$ cat src/rtl/temp_ctrl_pkg.sv
`default_nettype none
// ============================================================================
// Module   : temp_ctrl_pkg
// Brief    : Shared address map, status bit positions and serial FSM states.
// Revision : 1.0
// ============================================================================
package temp_ctrl_pkg;

    localparam logic [31:0] TEMP_BASE = 32'h7004_0000;
    localparam logic [7:0]  TEMP_CTRL = 8'h00;
    localparam logic [7:0]  TEMP_DATA = 8'h04;
    localparam logic [7:0]  TEMP_DIV  = 8'h08;

    localparam int BUSY_BIT  = 0;
    localparam int VALID_BIT = 1;

    typedef enum logic [1:0] {
        ST_IDLE  = 2'd0,
        ST_SETUP = 2'd1,
        ST_SHIFT = 2'd2,
        ST_HOLD  = 2'd3
    } spi_state_t;

endpackage : temp_ctrl_pkg
`default_nettype wire

$ cat src/rtl/temp_spi_rx.sv
`default_nettype none
// ============================================================================
// Module   : temp_spi_rx
// Brief    : 3-wire sensor receive engine: cs_n/sclk generation, MSB-first shift.
// Revision : 1.0
// ============================================================================
module temp_spi_rx
    import temp_ctrl_pkg::*;
#(
    parameter int DATA_BITS = 16
) (
    input  logic                 clk,
    input  logic                 rst,
    input  logic                 i_start,
    input  logic [7:0]           i_div,
    input  logic                 i_miso,
    output logic                 o_idle,
    output logic                 o_done,
    output logic [DATA_BITS-1:0] o_sample,
    output logic                 o_cs_n,
    output logic                 o_sclk
);

    localparam int c_BW = $clog2(DATA_BITS);

    spi_state_t           r_state;
    logic [7:0]           r_div;
    logic [7:0]           r_cnt;
    logic [c_BW-1:0]      r_bit;
    logic                 r_sclk;
    logic                 r_cs_n;
    logic [DATA_BITS-1:0] r_shift;
    logic                 w_last;

    // Every phase (setup, sclk low, sclk high, hold) lasts r_div cycles.
    assign w_last = (r_cnt == r_div - 8'd1);

    always_ff @(posedge clk or negedge rst) begin
        if (!rst) begin
            r_state <= ST_IDLE;
            r_div   <= 8'd1;
            r_cnt   <= 8'd0;
            r_bit   <= '0;
            r_sclk  <= 1'b0;
            r_cs_n  <= 1'b1;
            r_shift <= '0;
        end else begin
            case (r_state)
                ST_IDLE: begin
                    if (i_start) begin
                        r_state <= ST_SETUP;
                        r_div   <= i_div;
                        r_cnt   <= 8'd0;
                        r_bit   <= '0;
                        r_cs_n  <= 1'b0;
                    end
                end
                ST_SETUP: begin
                    if (w_last) begin
                        r_state <= ST_SHIFT;
                        r_cnt   <= 8'd0;
                    end else begin
                        r_cnt <= r_cnt + 8'd1;
                    end
                end
                ST_SHIFT: begin
                    if (w_last) begin
                        r_cnt <= 8'd0;
                        if (!r_sclk) begin
                            r_sclk  <= 1'b1;
                            r_shift <= {r_shift[DATA_BITS-2:0], i_miso};
                        end else begin
                            r_sclk <= 1'b0;
                            if (r_bit == c_BW'(DATA_BITS - 1)) begin
                                r_state <= ST_HOLD;
                                r_cs_n  <= 1'b1;
                            end else begin
                                r_bit <= r_bit + 1'b1;
                            end
                        end
                    end else begin
                        r_cnt <= r_cnt + 8'd1;
                    end
                end
                ST_HOLD: begin
                    if (w_last) begin
                        r_state <= ST_IDLE;
                    end else begin
                        r_cnt <= r_cnt + 8'd1;
                    end
                end
                default: r_state <= ST_IDLE;
            endcase
        end
    end

    assign o_idle   = (r_state == ST_IDLE);
    assign o_done   = (r_state == ST_HOLD) && w_last;
    assign o_sample = r_shift;
    assign o_cs_n   = r_cs_n;
    assign o_sclk   = r_sclk;

endmodule : temp_spi_rx
`default_nettype wire

$ cat src/rtl/temp_ctrl.sv
`default_nettype none
// ============================================================================
// Module   : temp_ctrl
// Brief    : Bus-mapped temperature sensor controller (CTRL/STATUS, DATA, DIV).
// Revision : 1.0
// ============================================================================
module temp_ctrl
    import temp_ctrl_pkg::*;
#(
    parameter logic [31:0] BASE_ADDR   = TEMP_BASE,
    parameter int          DATA_BITS   = 16,
    parameter logic [7:0]  DIV_DEFAULT = 8'd8
) (
    input  logic        clk,
    input  logic        rst,
    input  logic        req_i,
    input  logic        we_i,
    input  logic [31:0] addr_i,
    input  logic [31:0] data_i,
    output logic [31:0] data_o,
    output logic        sensor_cs_n_o,
    output logic        sensor_sclk_o,
    input  logic        sensor_miso_i,
    output logic        busy_o
);

    logic                 r_busy;
    logic                 r_valid;
    logic [31:0]          r_data;
    logic [7:0]           r_div;
    logic                 w_hit;
    logic [7:0]           w_off;
    logic                 w_start;
    logic                 w_div_wr;
    logic                 w_idle;
    logic                 w_done;
    logic [DATA_BITS-1:0] w_sample;
    logic [31:0]          w_sext;
    logic                 w_unused_data;

    assign w_hit         = req_i && (addr_i[31:8] == BASE_ADDR[31:8]);
    assign w_off         = addr_i[7:0];
    assign w_start       = w_hit && we_i && (w_off == TEMP_CTRL) && data_i[0] && w_idle;
    assign w_div_wr      = w_hit && we_i && (w_off == TEMP_DIV) && !r_busy;
    assign w_unused_data = &{1'b0, data_i[31:8]};

    generate
        if (DATA_BITS < 32) begin : g_sext
            assign w_sext = {{(32 - DATA_BITS){w_sample[DATA_BITS-1]}}, w_sample};
        end else begin : g_full
            assign w_sext = w_sample;
        end
    endgenerate

    temp_spi_rx #(
        .DATA_BITS (DATA_BITS)
    ) u_spi_rx (
        .clk      (clk),
        .rst      (rst),
        .i_start  (w_start),
        .i_div    (r_div),
        .i_miso   (sensor_miso_i),
        .o_idle   (w_idle),
        .o_done   (w_done),
        .o_sample (w_sample),
        .o_cs_n   (sensor_cs_n_o),
        .o_sclk   (sensor_sclk_o)
    );

    always_ff @(posedge clk or negedge rst) begin
        if (!rst) begin
            r_busy  <= 1'b0;
            r_valid <= 1'b0;
            r_data  <= 32'd0;
            r_div   <= DIV_DEFAULT;
        end else begin
            if (w_start) begin
                r_busy  <= 1'b1;
                r_valid <= 1'b0;
            end else if (w_done) begin
                r_busy  <= 1'b0;
                r_valid <= 1'b1;
                r_data  <= w_sext;
            end
            // A zero divider would stall the engine, so it is clamped to 1.
            if (w_div_wr) begin
                r_div <= (data_i[7:0] == 8'd0) ? 8'd1 : data_i[7:0];
            end
        end
    end

    always_comb begin
        data_o = 32'd0;
        if (w_hit) begin
            case (w_off)
                TEMP_CTRL: begin
                    data_o[BUSY_BIT]  = r_busy;
                    data_o[VALID_BIT] = r_valid;
                end
                TEMP_DATA: data_o = r_data;
                TEMP_DIV:  data_o = {24'd0, r_div};
                default:   data_o = 32'd0;
            endcase
        end
    end

    assign busy_o = r_busy;

endmodule : temp_ctrl
`default_nettype wire
$ cat config.mk
export PLATFORM = sky130hd
export DESIGN_NAME = temp_ctrl
export DESIGN_NICKNAME = d
export VERILOG_FILES = /design/src/rtl/temp_ctrl_pkg.sv /design/src/rtl/temp_spi_rx.sv /design/src/rtl/temp_ctrl.sv
export SDC_FILE = /design/constraint.sdc
export NUM_CORES = 1
export LEC_CHECK = 0
export BUFFER_PORTS_ARGS = -buffer_cell sky130_fd_sc_hd__buf_4
export CELL_PAD_IN_SITES_DETAIL_PLACEMENT = 2
export CELL_PAD_IN_SITES_GLOBAL_PLACEMENT = 2
export CORE_MARGIN = 1.5
export CORE_UTILIZATION = 25
export CTS_CLUSTER_DIAMETER = 120
export DETAILED_ROUTE_END_ITERATION = 7
export PLACE_DENSITY = 0.66
export REMOVE_ABC_BUFFERS = 1
export SLEW_MARGIN = 15
export SYNTH_ARGS = -nofsm -noshare
export SYNTH_HDL_FRONTEND = slang
export SYNTH_HIERARCHICAL = 1
export SYNTH_SLANG_ARGS = --single-unit
export TNS_END_PERCENT = 5
$ cat constraint.sdc
create_clock -name clk -period 2.6 [get_ports clk]
set_clock_uncertainty 0.2 [all_clocks]
set_input_delay 0.52 -clock clk [delete_from_list [all_inputs] [get_ports clk]]
set_output_delay 0.52 -clock clk [all_outputs]
set_load 0.02 [all_outputs]
==> key figures <==
Timing
  – Final setup margin: -0.182 ns
  – Endpoints failing hold: 0
  – Minimum period implied by the final worst setup slack: 2.78 ns
  – FMAX: 359 MHz
  – Number of failing setup endpoints in the final timing report: 74
  – Pin slew with the least headroom to its limit: 0.522 ns
  – Hold slack: 0.208 ns
  – Unrepaired setup endpoints after global routing: yes
  – Final setup TNS: -4.90 ns
  – Final clock period utilization by the worst path: 107%
  – Number of pins exceeding their max-slew limit in the final report: 0
  – Slew margin rel.: 65.2%

Place
  – Pre-CTS setup slack: -0.332 ns
  – Placer's final routability congestion estimate: 0.747
  – Placed inst area: 0.00535 mm²
  – Port bufs: 79
  – HPWL after detailed placement: 9840 µm

Route
  – Remaining antenna violation count after routing: 0
  – Via count normalized by instance count: 5.13
  – Per-cell routed wire length: 20.5 µm
  – WL met3: 497 µm
  – DR DRC count: 0
  – Detailed-router iteration count before antenna repair: 4
  – Post-Route WL: 15400 µm
  – Met2 wire len: 8540 µm
  – Wire length the detailed router placed on met1: 6090 µm
  – Highest routed metal layer: met4
  – Total vias in the final route: 3846
  – First DRT Iteration DRCs: 150

Yosys
  – Distinct cell type count after synthesis: 59
  – Post-synth EDFFs: 0
  – Primary FF master, synth: sky130_fd_sc_hd__dfrtp_1
  – Post-synthesis register bit count: 66
  – Cell with the most instances after synthesis: sky130_fd_sc_hd__dfrtp_1
  – Async set-reset flop share out of synthesis: 100%
  – Cell types with the highest counts after synthesis: sky130_fd_sc_hd__dfrtp_1, sky130_fd_sc_hd__nand4_1, sky130_fd_sc_hd__o211ai_1, sky130_fd_sc_hd__nor2_1, sky130_fd_sc_hd__clkbuf_1
  – Cell taking the most area after synthesis: sky130_fd_sc_hd__dfrtp_1
  – Top cells by area in the synthesized netlist: sky130_fd_sc_hd__dfrtp_1, sky130_fd_sc_hd__mux2_4, sky130_fd_sc_hd__o211ai_1
  – Post-synthesis instance area: 0.00416 mm²
  – Top cell type's share of synthesized area: 37.9%
  – Portion of the post-synthesis area used by sequential elements: 39.8%
  – Synthesis warning total: 6
  – Mean Syn Cell Area: 10.3 µm²
  – Synthesized instance count: 403

Worst hold path
  – Worst min-delay path class: input port to flip-flop

Clocking
  – Clock buffer count from CTS: 9
  – Root buffer selected by CTS: sky130_fd_sc_hd__clkbuf_16
  – Clock input transition at the sequential cells of the worst setup and hold paths: 0.06 ns
  – Clock network latency to the later pin of the worst-skew pair: 0.34 ns
  – CTS tree: done
  – Maximum root-to-sink buffer count: 2
  – Num Clock Sinks: 66
  – Depth of the CTS H-tree: 3

Global routing
  – Overall fraction of global-route tracks in use: 17.6%
  – Sum of overflow across all layers after global routing: 0
  – Via count of the first global-routing pass: 4482
  – Maximum number of pins on one net before global-route repair: 36
  – Initial antenna violation count: 0
  – Global-route wire length before repair: 24200 µm

Floorplan
  – Height of the die: 132 µm
  – Num rows: 46
  – Initial core utilization: 25.9%
  – Top Ports: 104
  – Die width: 132 µm
  – Placeable core region: 0.0161 mm²
  – Total Die Area: 0.0174 mm²

Finish
  – Synth-to-layout area growth: 49.4%
  – Final-stage net count: 606
  – Number of antenna repair diodes: 0
  – Number of filler instances in the final layout: 1668
  – Post-route cell area: 0.00621 mm²
  – Share of post-route cells with drive strength above 1: 48.1%

Status
  – Failing checks: setup timing
  – Result of the run: finished with violations

Critical path
  – Series of cell instances along the critical path: inv_2 -> ha_4 -> nand2b_4 -> or4_4 -> a211oi_4 -> and3_4 -> and2_4 -> buf_12 -> buf_16 -> nand2b_1 -> nand4_1
  – Critical-path cell with the highest stage delay: sky130_fd_sc_hd__or4_4
  – Data arrival time at the worst-slack endpoint: 2.78 ns
  – Kind of launch point of the worst setup path: flip-flop
  – Worst setup path category: flip-flop to flip-flop
  – Top fanout value on the critical path: 6
  – Critical path endpoint category: flip-flop
  – Delay of the slowest critical-path stage: 0.54 ns
  – Worst path top cell family by delay: simple AND/OR/NAND/NOR gates
  – Data required, critical path: 2.59 ns
  – Number of buffer and inverter instances along the worst setup path: 3

Pwr
  – Power Dens Cells: 425 mW/mm²
  – Worst vdd ir: 0.348 mV
  – Leakage power figure: 2.74 nW

Flow run
  – Count of maximum capacitance violations: 0
cell families (layout without fill, tap and decap cells):
group                      Yosys count  count (layout)  synth area share, %
muxes                               41              41                 12.4
adders and majority gates            9               9                 2.65
DFF                                 66              66                 39.8
xor gates and xnor gates             9               9                 1.90
buffers and inverters               50             181                 6.14
AOI/OAI and AO/OA                   71              71                 12.9
and+or+nand+nor                    157             157                 24.2
placed cells by master, fill, tap and decap left out, drive strengths merged, types with 3 or more instances in the layout:
cell type,instances
buf,150
a22o,4
a31oi,3
bufinv,3
nor4,7
a21oi,7
o211ai,34
a21o,3
nand2,9
mux2,33
ha,8
dfstp,3
nor2b,3
and3,13
a22oi,6
nor2,24
nand3,18
or3,3
dfrtp,63
mux2i,8
nand4,37
xor2,5
clkbuf,13
nand2b,19
inv,12
o21ai,4
xnor2,4
nor3,10
through the flow:
step	total power, mW	std cells	utilization (%)
floorplan	1.07	364	-
detailed placement	1.18	720	33.3
finish	2.64	750	38.7
CTS	2.66	743	37.3
global placement	1.17	720	33.3
global route	2.73	750	38.7
power breakdown:
part / switching [mW] / leakage [nW] / internal, mW
Sequential: 0.000848 / 0.772 / 1.03
Combinational: 0.0662 / 1.79 / 0.0696
Clock: 0.508 / 0.173 / 0.967
Total: 0.575 / 2.74 / 2.06
metal layers:
| layer | GRT usage [%] | vias up |
|---|---|---|
| met4 | 4.88 | 0 |
| met2 | 33.6 | 97 |
| li1 | - | 1746 |
| met3 | 3.34 | 20 |
| met5 | 0 | - |
| met1 | 19.6 | 1983 |
area by class of cell:
type,count,area [µm²],area share [%]
clock buffers,10,239,3.85
clock inverters,6,113,1.81
inverters,11,41.3,0.664
multi-input cells,287,2490,40.0
flip-flops and latches,66,1660,26.7
well taps,216,270,4.35
repair buffers,154,1410,22.6
worst paths after layout:
kind                                        start              endpoint  slack (ns)  cells past startpoint
worst max-delay path            u_spi_rx/r_div[1]            r_data[12]       -0.18                     11
worst min-delay path                sensor_miso_i  u_spi_rx/o_sample[0]        0.21                      2
worst max register to register  u_spi_rx/r_div[1]            r_data[12]       -0.18                     11
worst min register to register            r_valid               r_valid        0.33                      2
max in group asynchronous                     rst     u_spi_rx/r_div[0]        1.07                      3
min in group asynchronous                     rst     u_spi_rx/r_cnt[3]        0.50                      2
flip-flops by register name (all words and copies together), names as in the netlist:
name               cells
u_spi_rx/o_sample     16
u_spi_rx/r_cnt         8
r_data                16
u_spi_rx/r_div         8
r_div                  8
u_spi_rx/r_bit         4
u_spi_rx/o_cs_n        1
u_spi_rx/r_state       2
u_spi_rx/o_sclk        1
r_valid                1
busy_o                 1
timing repair:
action / in CTS / in global routing
resized for setup: 44 / 23
cloned: 2 / 4
hold buffers: 1 / 0
endpoints found under the setup margin: 81 / 80
buffers inserted: 4 / 3
endpoints found under the hold margin: 30 / 0
pin swaps: 13 / 25
No activity file was read; power rests on OpenSTA's default activity.
